File: config.mk
export PLATFORM = sky130hd
export DESIGN_NAME = controlador_principal
export DESIGN_NICKNAME = d
export VERILOG_FILES = /design/src/rtl/controlador_principal_pkg.sv /design/src/rtl/controlador_principal_tick_gen.sv /design/src/rtl/controlador_principal.sv
export SDC_FILE = /design/constraint.sdc
export NUM_CORES = 1
export LEC_CHECK = 0
export ABC_CLOCK_PERIOD_IN_PS = 6000
export CORE_AREA = 10 10 96 98
export CTS_BUF_LIST = sky130_fd_sc_hd__clkbuf_2
export DETAILED_ROUTE_END_ITERATION = 8
export DIE_AREA = 0 0 106 108
export DONT_BUFFER_PORTS = 1
export PLACE_DENSITY_LB_ADDON = 0.1
export SETUP_SLACK_MARGIN = 0.5
export SLEW_MARGIN = 25
export SYNTH_ARGS = -nofsm -noshare
export SYNTH_HDL_FRONTEND = slang
export SYNTH_SLANG_ARGS = --single-unit
File: constraint.sdc
create_clock -name clk -period 6 [get_ports clk]
set_input_delay 1.5 -clock clk [delete_from_list [all_inputs] [get_ports clk]]
set_output_delay 1.5 -clock clk [all_outputs]
set_load 0.005 [all_outputs]
File: src/rtl/controlador_principal_pkg.sv
// Shared definitions for the Tamagotchi main controller: state codes,
// default meter parameters and saturating meter arithmetic.
package controlador_principal_pkg;

   typedef enum logic [2:0] {
      IDLE       = 3'b000,
      COMENDO    = 3'b001,
      DORMINDO   = 3'b010,
      DANDO_AULA = 3'b011,
      MORTO      = 3'b100
   } estado_t;

   localparam int MAX_VAL_DEF  = 100;
   localparam int INIT_VAL_DEF = 100;
   localparam int DECAY_DEF    = 1;
   localparam int GAIN_DEF     = 5;

   localparam int NUM_METERS = 3;
   localparam int FOME_IDX   = 0;
   localparam int SONO_IDX   = 1;
   localparam int FELI_IDX   = 2;

   // Sums are done in int so v+amt can never wrap before the clamp.
   function automatic logic [7:0] sat_add(input logic [7:0] v, input int amt, input int maxv);
      int s;
      s = int'(v) + amt;
      return (s > maxv) ? 8'(maxv) : 8'(s);
   endfunction

   function automatic logic [7:0] sat_sub(input logic [7:0] v, input int amt);
      int s;
      s = int'(v) - amt;
      return (s < 0) ? 8'd0 : 8'(s);
   endfunction

endpackage

File: src/rtl/controlador_principal_tick_gen.sv
// One-second tick generator: free-running modulo-TICKS_PER_SEC counter that
// pulses tick for one cycle at wrap and holds its count while disabled.
module tick_gen #(
   parameter int TICKS_PER_SEC = 100
) (
   input  logic clk,
   input  logic rst_n,
   input  logic enable,
   output logic tick
);

   localparam int CW = (TICKS_PER_SEC > 1) ? $clog2(TICKS_PER_SEC) : 1;
   localparam logic [CW-1:0] LAST = CW'(TICKS_PER_SEC - 1);

   logic [CW-1:0] cnt_reg;
   logic [CW-1:0] cnt_next;

   always_comb begin
      cnt_next = cnt_reg;
      if (enable) begin
         cnt_next = (cnt_reg == LAST) ? '0 : cnt_reg + CW'(1);
      end
   end

   always_ff @(posedge clk or negedge rst_n) begin
      if (!rst_n) begin
         cnt_reg <= '0;
      end else begin
         cnt_reg <= cnt_next;
      end
   end

   assign tick = enable && (cnt_reg == LAST);

endmodule

File: src/rtl/controlador_principal.sv
// Tamagotchi main controller: activity FSM driven by two buttons, plus three
// saturating wellbeing meters that decay or refill once per second.
module controlador_principal
   import controlador_principal_pkg::*;
#(
   parameter int TICKS_PER_SEC = 100,
   parameter int MAX_VAL       = MAX_VAL_DEF,
   parameter int INIT_VAL      = INIT_VAL_DEF,
   parameter int DECAY         = DECAY_DEF,
   parameter int GAIN          = GAIN_DEF
) (
   input  logic       clk,
   input  logic       rst_n,
   input  logic       b1,
   input  logic       b2,
   output logic [2:0] estado,
   output logic [7:0] fome,
   output logic [7:0] felicidade,
   output logic [7:0] sono
);

   estado_t state_reg;
   estado_t state_next;

   logic [1:0] btn_prev_reg;
   logic [1:0] btn_cur;
   logic       press_event;

   logic                       tick;
   logic                       alive;
   logic [NUM_METERS-1:0]      refill_sel;
   logic [NUM_METERS-1:0]      meter_zero;
   logic [NUM_METERS-1:0][7:0] meter_val;

   // A press is the first non-idle button pattern after both were released.
   assign btn_cur     = {b1, b2};
   assign press_event = (btn_prev_reg == 2'b00) && (btn_cur != 2'b00);

   always_ff @(posedge clk or negedge rst_n) begin
      if (!rst_n) begin
         btn_prev_reg <= 2'b00;
      end else begin
         btn_prev_reg <= btn_cur;
      end
   end

   tick_gen #(
      .TICKS_PER_SEC(TICKS_PER_SEC)
   ) u_tick_gen (
      .clk   (clk),
      .rst_n (rst_n),
      .enable(alive),
      .tick  (tick)
   );

   always_ff @(posedge clk or negedge rst_n) begin
      if (!rst_n) begin
         state_reg <= IDLE;
      end else begin
         state_reg <= state_next;
      end
   end

   // An empty meter outranks any button event on the same edge.
   always_comb begin
      state_next = state_reg;
      case (state_reg)
         IDLE: begin
            if (|meter_zero) begin
               state_next = MORTO;
            end else if (press_event) begin
               case (btn_cur)
                  2'b10:   state_next = COMENDO;
                  2'b01:   state_next = DORMINDO;
                  2'b11:   state_next = DANDO_AULA;
                  default: state_next = IDLE;
               endcase
            end
         end
         COMENDO: begin
            if (|meter_zero) begin
               state_next = MORTO;
            end else if (press_event && btn_cur == 2'b10) begin
               state_next = IDLE;
            end
         end
         DORMINDO: begin
            if (|meter_zero) begin
               state_next = MORTO;
            end else if (press_event && btn_cur == 2'b01) begin
               state_next = IDLE;
            end
         end
         DANDO_AULA: begin
            if (|meter_zero) begin
               state_next = MORTO;
            end else if (press_event && btn_cur == 2'b11) begin
               state_next = IDLE;
            end
         end
         MORTO:   state_next = MORTO;
         default: state_next = IDLE;
      endcase
   end

   always_comb begin
      refill_sel = '0;
      alive      = 1'b1;
      case (state_reg)
         COMENDO:    refill_sel[FOME_IDX] = 1'b1;
         DORMINDO:   refill_sel[SONO_IDX] = 1'b1;
         DANDO_AULA: refill_sel[FELI_IDX] = 1'b1;
         MORTO:      alive                = 1'b0;
         default:    refill_sel           = '0;
      endcase
   end

   // Tick is already suppressed in MORTO, which is what freezes the meters.
   for (genvar gi = 0; gi < NUM_METERS; gi++) begin : g_meter
      logic [7:0] val_reg;
      logic [7:0] val_next;

      always_comb begin
         val_next = val_reg;
         if (tick) begin
            val_next = refill_sel[gi] ? sat_add(val_reg, GAIN, MAX_VAL)
                                      : sat_sub(val_reg, DECAY);
         end
      end

      always_ff @(posedge clk or negedge rst_n) begin
         if (!rst_n) begin
            val_reg <= 8'(INIT_VAL);
         end else begin
            val_reg <= val_next;
         end
      end

      assign meter_val[gi]  = val_reg;
      assign meter_zero[gi] = (val_reg == 8'd0);
   end

   assign estado     = state_reg;
   assign fome       = meter_val[FOME_IDX];
   assign sono       = meter_val[SONO_IDX];
   assign felicidade = meter_val[FELI_IDX];

endmodule

# Word-level counts from Yosys, hierarchy flattened
# Cells that the tools add are included.
[word_totals]
inputBits = 4
output_inout_bits = 27
word_cells = 68
ff_bits = 36
[classes]
n_addsub = 7
muxes = 24
magnitude_cmp = 6
n_eq_ne = 12
n_reduce_logical = 13
[ops]
columns = ["cell", "n"]
rows = [
  ["2-to-1 mux 8 bit", 9],
  ["adder 8 x 3 -> 9 bit (second input constant)", 3],
  ["greater-than comparator 9 x 7 -> 1 bit (second input constant)", 3],
  ["< comparator 9 x 1 -> 1 bit (second input constant)", 3],
  ["subtractor 8 x 1 -> 9 bit (second input constant)", 3],
  ["zero test 8 bit", 3],
  ["2-to-1 mux 3 bit", 8],
  ["case mux 3 bit (5 select lines)", 1],
  ["inequality test 3 bit (second input constant)", 4],
  ["adder 7 x 1 -> 7 bit (second input constant)", 1],
  ["equality test 7 bit (second input constant)", 1],
  ["2-to-1 mux 7 bit", 1],
  ["equality test 3 x 2 -> 1 bit (second input constant)", 2],
  ["case mux 2 bit (3 select lines)", 1],
  ["logical AND 1 bit", 5],
  ["equality test 2 bit (second input constant)", 2],
  ["2-to-1 mux 1 bit", 4],
  ["AND reduction 4 bit", 1],
  ["equality test 3 x 1 -> 1 bit (second input constant)", 1],
  ["equality test 3 bit (second input constant)", 1],
  ["zero test 3 bit", 1],
  ["OR reduction 3 bit", 1],
  ["equality test 2 x 1 -> 1 bit (second input constant)", 1],
  ["zero test 2 bit", 1],
  ["nonzero test 2 bit", 1],
]

# Logic depth before layout (Yosys ltp)
[depth]
ltp_word = 6
depth_mapped = 8
ltp_nobuf = 8

# Cells and area by module
# From an unflattened synthesis, not the netlist that was laid out.
[hier_totals]
hier_cells = 371
area_unflattened_um2 = 2982.9
[modules_own_cells]
columns = ["module", "n_inst", "cells_per_inst", "area_per_inst_um2"]
rows = [
  ["controlador_principal", 1, 336, 2626.3],
  ["tick_gen", 1, 35, 356.6],
]

# Worst setup path after synthesis
# OpenSTA, ideal clock, no wires.
[synth_timing]
path_type = "register to output"
start = "register g_meter[1].val_reg[5] (netlist: sono[5])"
end = "output sono[5]"
path_stages_with_launch = 1
setup_slack_ps = 3945
arrival_time_ps = 555
path_cell_list = "dfstp_2"
[synth_rtl]
columns = ["item", "line", "text"]
rows = [
  ["start: declaration", "controlador_principal.sv:120", "logic [7:0] val_reg;"],
  ["start signal: assignment", "controlador_principal.sv:133", "val_reg <= 8'(INIT_VAL);"],
  ["start signal: assignment", "controlador_principal.sv:135", "val_reg <= val_next;"],
  ["end: declaration", "controlador_principal.sv:19", "output logic [7:0] sono"],
]
# No word-level cell between the ends.

# Worst setup path after layout
[layout_timing]
start = "register g_meter[2].val_reg[2] (netlist: felicidade[2])"
end = "output felicidade[2]"
[layout_rtl]
columns = ["item", "line", "text"]
rows = [
  ["start: declaration", "controlador_principal.sv:120", ""],
  ["start signal: assignment", "controlador_principal.sv:133", ""],
  ["start signal: assignment", "controlador_principal.sv:135", ""],
  ["end: declaration", "controlador_principal.sv:18", "output logic [7:0] felicidade,"],
]
# No word-level cell between the ends.

==> results by group <==
Synth
  – Asr flop ratio synth: 1.00
  – Netlist cell types: 65
  – Syn Inst Count: 384
  – Seq/Total Area, Yosys: 0.306
  – Synth Flop Type: dfrtp_1
  – Ys Warns: 0
  – Post-synth EDFFs: 0
  – Mapped cell area: 2980 um^2
  – Post-synth net total: 398
  – Synth Area per Inst: 7.76 um^2
  – Seq cells post-synth: 36

Clock tree
  – Total CTS buffers: 5
  – Root Buffer: clkbuf_2
  – Clk Latency, worst-skew pair: 400 ps
  – CTS sink count: 36
  – Post-CTS Setup Inserts: 0
  – CTS tree: done
  – Clock transition at path regs: 220 ps
  – H-tree levels: 2
  – # hold bufs at CTS: 0
  – Post-cts sizing count: 0
  – Longest Clk Path Bufs: 2

Power
  – Sequential Power Share: 0.595
  – Pleak: 0.00117 uW
  – PwrDens: 134 nW/um^2
  – Combinational power share: 0.003
  – Clock power frac: 0.402
  – Psw: 96.6 uW
  – Switch share: 0.235
  – Internal: 314 uW
  – Worst VDD drop: 0.0601 mV

Floorplanning
  – Starting Density: 0.400
  – Chip Width: 106 um
  – Core area: 7450 um^2
  – Die area: 11,400 um^2
  – # IOs: 31
  – Vert. Die Dim: 108 um
  – Num rows: 32

Timing
  – Fin crit share: 0.445
  – Least-Margin Pin Slew: 714 ps
  – RSZ-0062 raised after global routing: no
  – Max-slew headroom: 0.523
  – Min Tclk post-route: 2670 ps
  – Final Setup Violations: 0
  – Hold Vio Cnt, Final: 0
  – Setup TNS: 0 ps
  – Fmax: 0.375 GHz
  – Final worst setup slack: 3330 ps
  – Fin Clk Skew: 10.1 ps
  – Pins Over Slew Limit: 0

Setup path
  – R2r worst-path depth: 6
  – Crit path depth: 0
  – Critical Path RT: 4500 ps
  – Kind of critical path: reg2out
  – R2r setup slk: 3700 ps
  – Crit Path Max Fanout: 16
  – Crit start category: flop
  – Worst EP arrival: 1170 ps
  – CP endpoint kind: output port

Global routing
  – Vias in the first global route: 2,515
  – Pin count of the biggest net entering global routing: 37
  – First-pass GRT wire length: 12.9 mm
  – Initial antenna violation count: 0
  – Tot GR Track Use: 0.134
  – Total gr overflow: 0

Drt
  – DRT antenna net count: 0
  – Final WL: 7.82 mm
  – Vias per Instance: 6.00
  – WL per Instance: 16.7 um
  – Via count: 2,809
  – Starting DRT DRC Count: 108
  – # DRC: 0
  – First drt pass iteration count: 4

Place
  – Post-Place Worst Slack: 3750 ps
  – Gpl congestion: 0.842
  – Post-DP HPWL: 5.45 mm
  – Buffers added on ports: 0

Hold path
  – Hold Path Class: reg2reg
  – WHS Path Cells: 1

Run
  – Max-cap violations: 0

Finish
  – Share of layout cells above drive strength 1: 0.0847
  – Fillers: 787
  – Inserted Diodes: 0
  – Synthesis-to-finish area growth: 2.73%
  – Nets: 379

Run status
  – Outcome: completed
==> stage by stage <==
| step | total power [uW] | cell area (um^2) | cells | hold slack, ps | utilization |
|---|---|---|---|---|---|
| after detailed placement | 249 | 3000 | 460 | 497 | 0.402 |
| final | 411 | 3060 | 468 | 519 | 0.411 |
| after floorplan | 249 | 2980 | 384 | 457 | - |
| after global placement | 249 | 3000 | 460 | 487 | 0.402 |
| after global routing | 428 | 3060 | 468 | 565 | 0.411 |
| after CTS | 415 | 3060 | 468 | 527 | 0.411 |
==> cells in the mapped netlist (4+ instances only) <==
master,number,area share
xor2_1,4,0.012
o211ai_1,4,0.010
o31ai_1,5,0.013
nand3_1,12,0.020
o22ai_1,4,0.0084
nand4_1,5,0.010
o21ai_0,39,0.065
a211o_1,4,0.012
nor2_1,27,0.034
or3_1,4,0.0084
nor3b_1,6,0.015
nand2_1,43,0.054
xnor2_1,4,0.012
a31oi_1,5,0.010
buf_2,11,0.018
clkbuf_1,14,0.018
and3_1,8,0.017
ha_1,10,0.042
nor2b_1,6,0.013
dfrtp_1,27,0.23
o2111ai_1,8,0.024
dfstp_2,9,0.079
a21o_1,6,0.015
inv_1,14,0.018
nor3_1,16,0.027
a21oi_1,31,0.052
==> kinds of logic (layout without fill, tap and decap cells) <==
group           count (synthesis)  count (layout)  share of synthesized area
buf+inv                        42              24                     0.0608
xor+xnor                        8               8                     0.0235
fa+ha+maj                      10              10                     0.0420
mux                             2               2                    0.00713
simple gates                  155             155                      0.278
compound gates                131             131                      0.282
flops                          36              36                      0.306
==> final cells by class <==
cell class / instances / area (um^2) / area share
inverters: 14 / 52.6 / 0.0172
clock buffers: 5 / 25.0 / 0.00817
multi-input cells: 306 / 1890 / 0.616
clock inverters: 3 / 42.5 / 0.0139
flip-flops and latches: 36 / 912 / 0.298
well taps: 102 / 128 / 0.0417
repair buffers: 2 / 15.0 / 0.00490
==> power groups by stage <==
stage	combinational (uW)	clock, uW	sequential, uW
4_1_cts	1.22	170	244
3_5_place_dp	1.20	0	248
3_3_place_gp	1.18	0	248
2_1_floorplan	1.04	0	248
5_1_grt	1.55	182	245
6_report	1.21	165	244
==> layer usage <==
metal | vias up | wire (um) | track usage
li1 | 1387 | - | -
met2 | 60 | 3760 | 0.223
met3 | 6 | 433 | 0.0381
met5 | - | 0 | 0
met1 | 1356 | 3570 | 0.167
met4 | 0 | 51 | 0.0358
==> worst paths after layout <==
path / start / to
worst max register to register: felicidade[0] / felicidade[3]
worst min-delay path: u_tick_gen.cnt_reg[6] / u_tick_gen.cnt_reg[6]
max in group asynchronous: rst_n / fome[2]
min in group asynchronous: rst_n / u_tick_gen.cnt_reg[1]
worst max-delay path: felicidade[2] / felicidade[2]
worst min register to register: u_tick_gen.cnt_reg[6] / u_tick_gen.cnt_reg[6]
==> layout by cell type, fill, tap and decap left out, types with 3 or more instances in the layout <==
cell / Yosys / layout
nor2b_1: 6 / 6
xor2_1: 4 / 4
o21ai_0: 39 / 39
o2111ai_1: 8 / 8
xnor2_1: 4 / 4
a21o_1: 6 / 6
a211oi_1: 3 / 3
inv_1: 14 / 14
and2_1: 3 / 3
dfrtp_1: 27 / 27
nand2_1: 43 / 43
a211o_1: 4 / 4
o31ai_1: 5 / 5
a21oi_1: 31 / 31
nand4_1: 5 / 5
o22ai_1: 4 / 4
o211ai_1: 4 / 4
and3b_1: 3 / 3
and3_1: 8 / 8
nand3_1: 12 / 12
a31oi_1: 5 / 5
dfstp_2: 9 / 9
nor3b_1: 6 / 6
clkbuf_2: 2 / 5
a22oi_1: 3 / 3
nor3_1: 16 / 16
nor2_1: 27 / 27
ha_1: 10 / 10
or3_1: 4 / 4
Note: power is estimated with default switching activity, not from simulation.
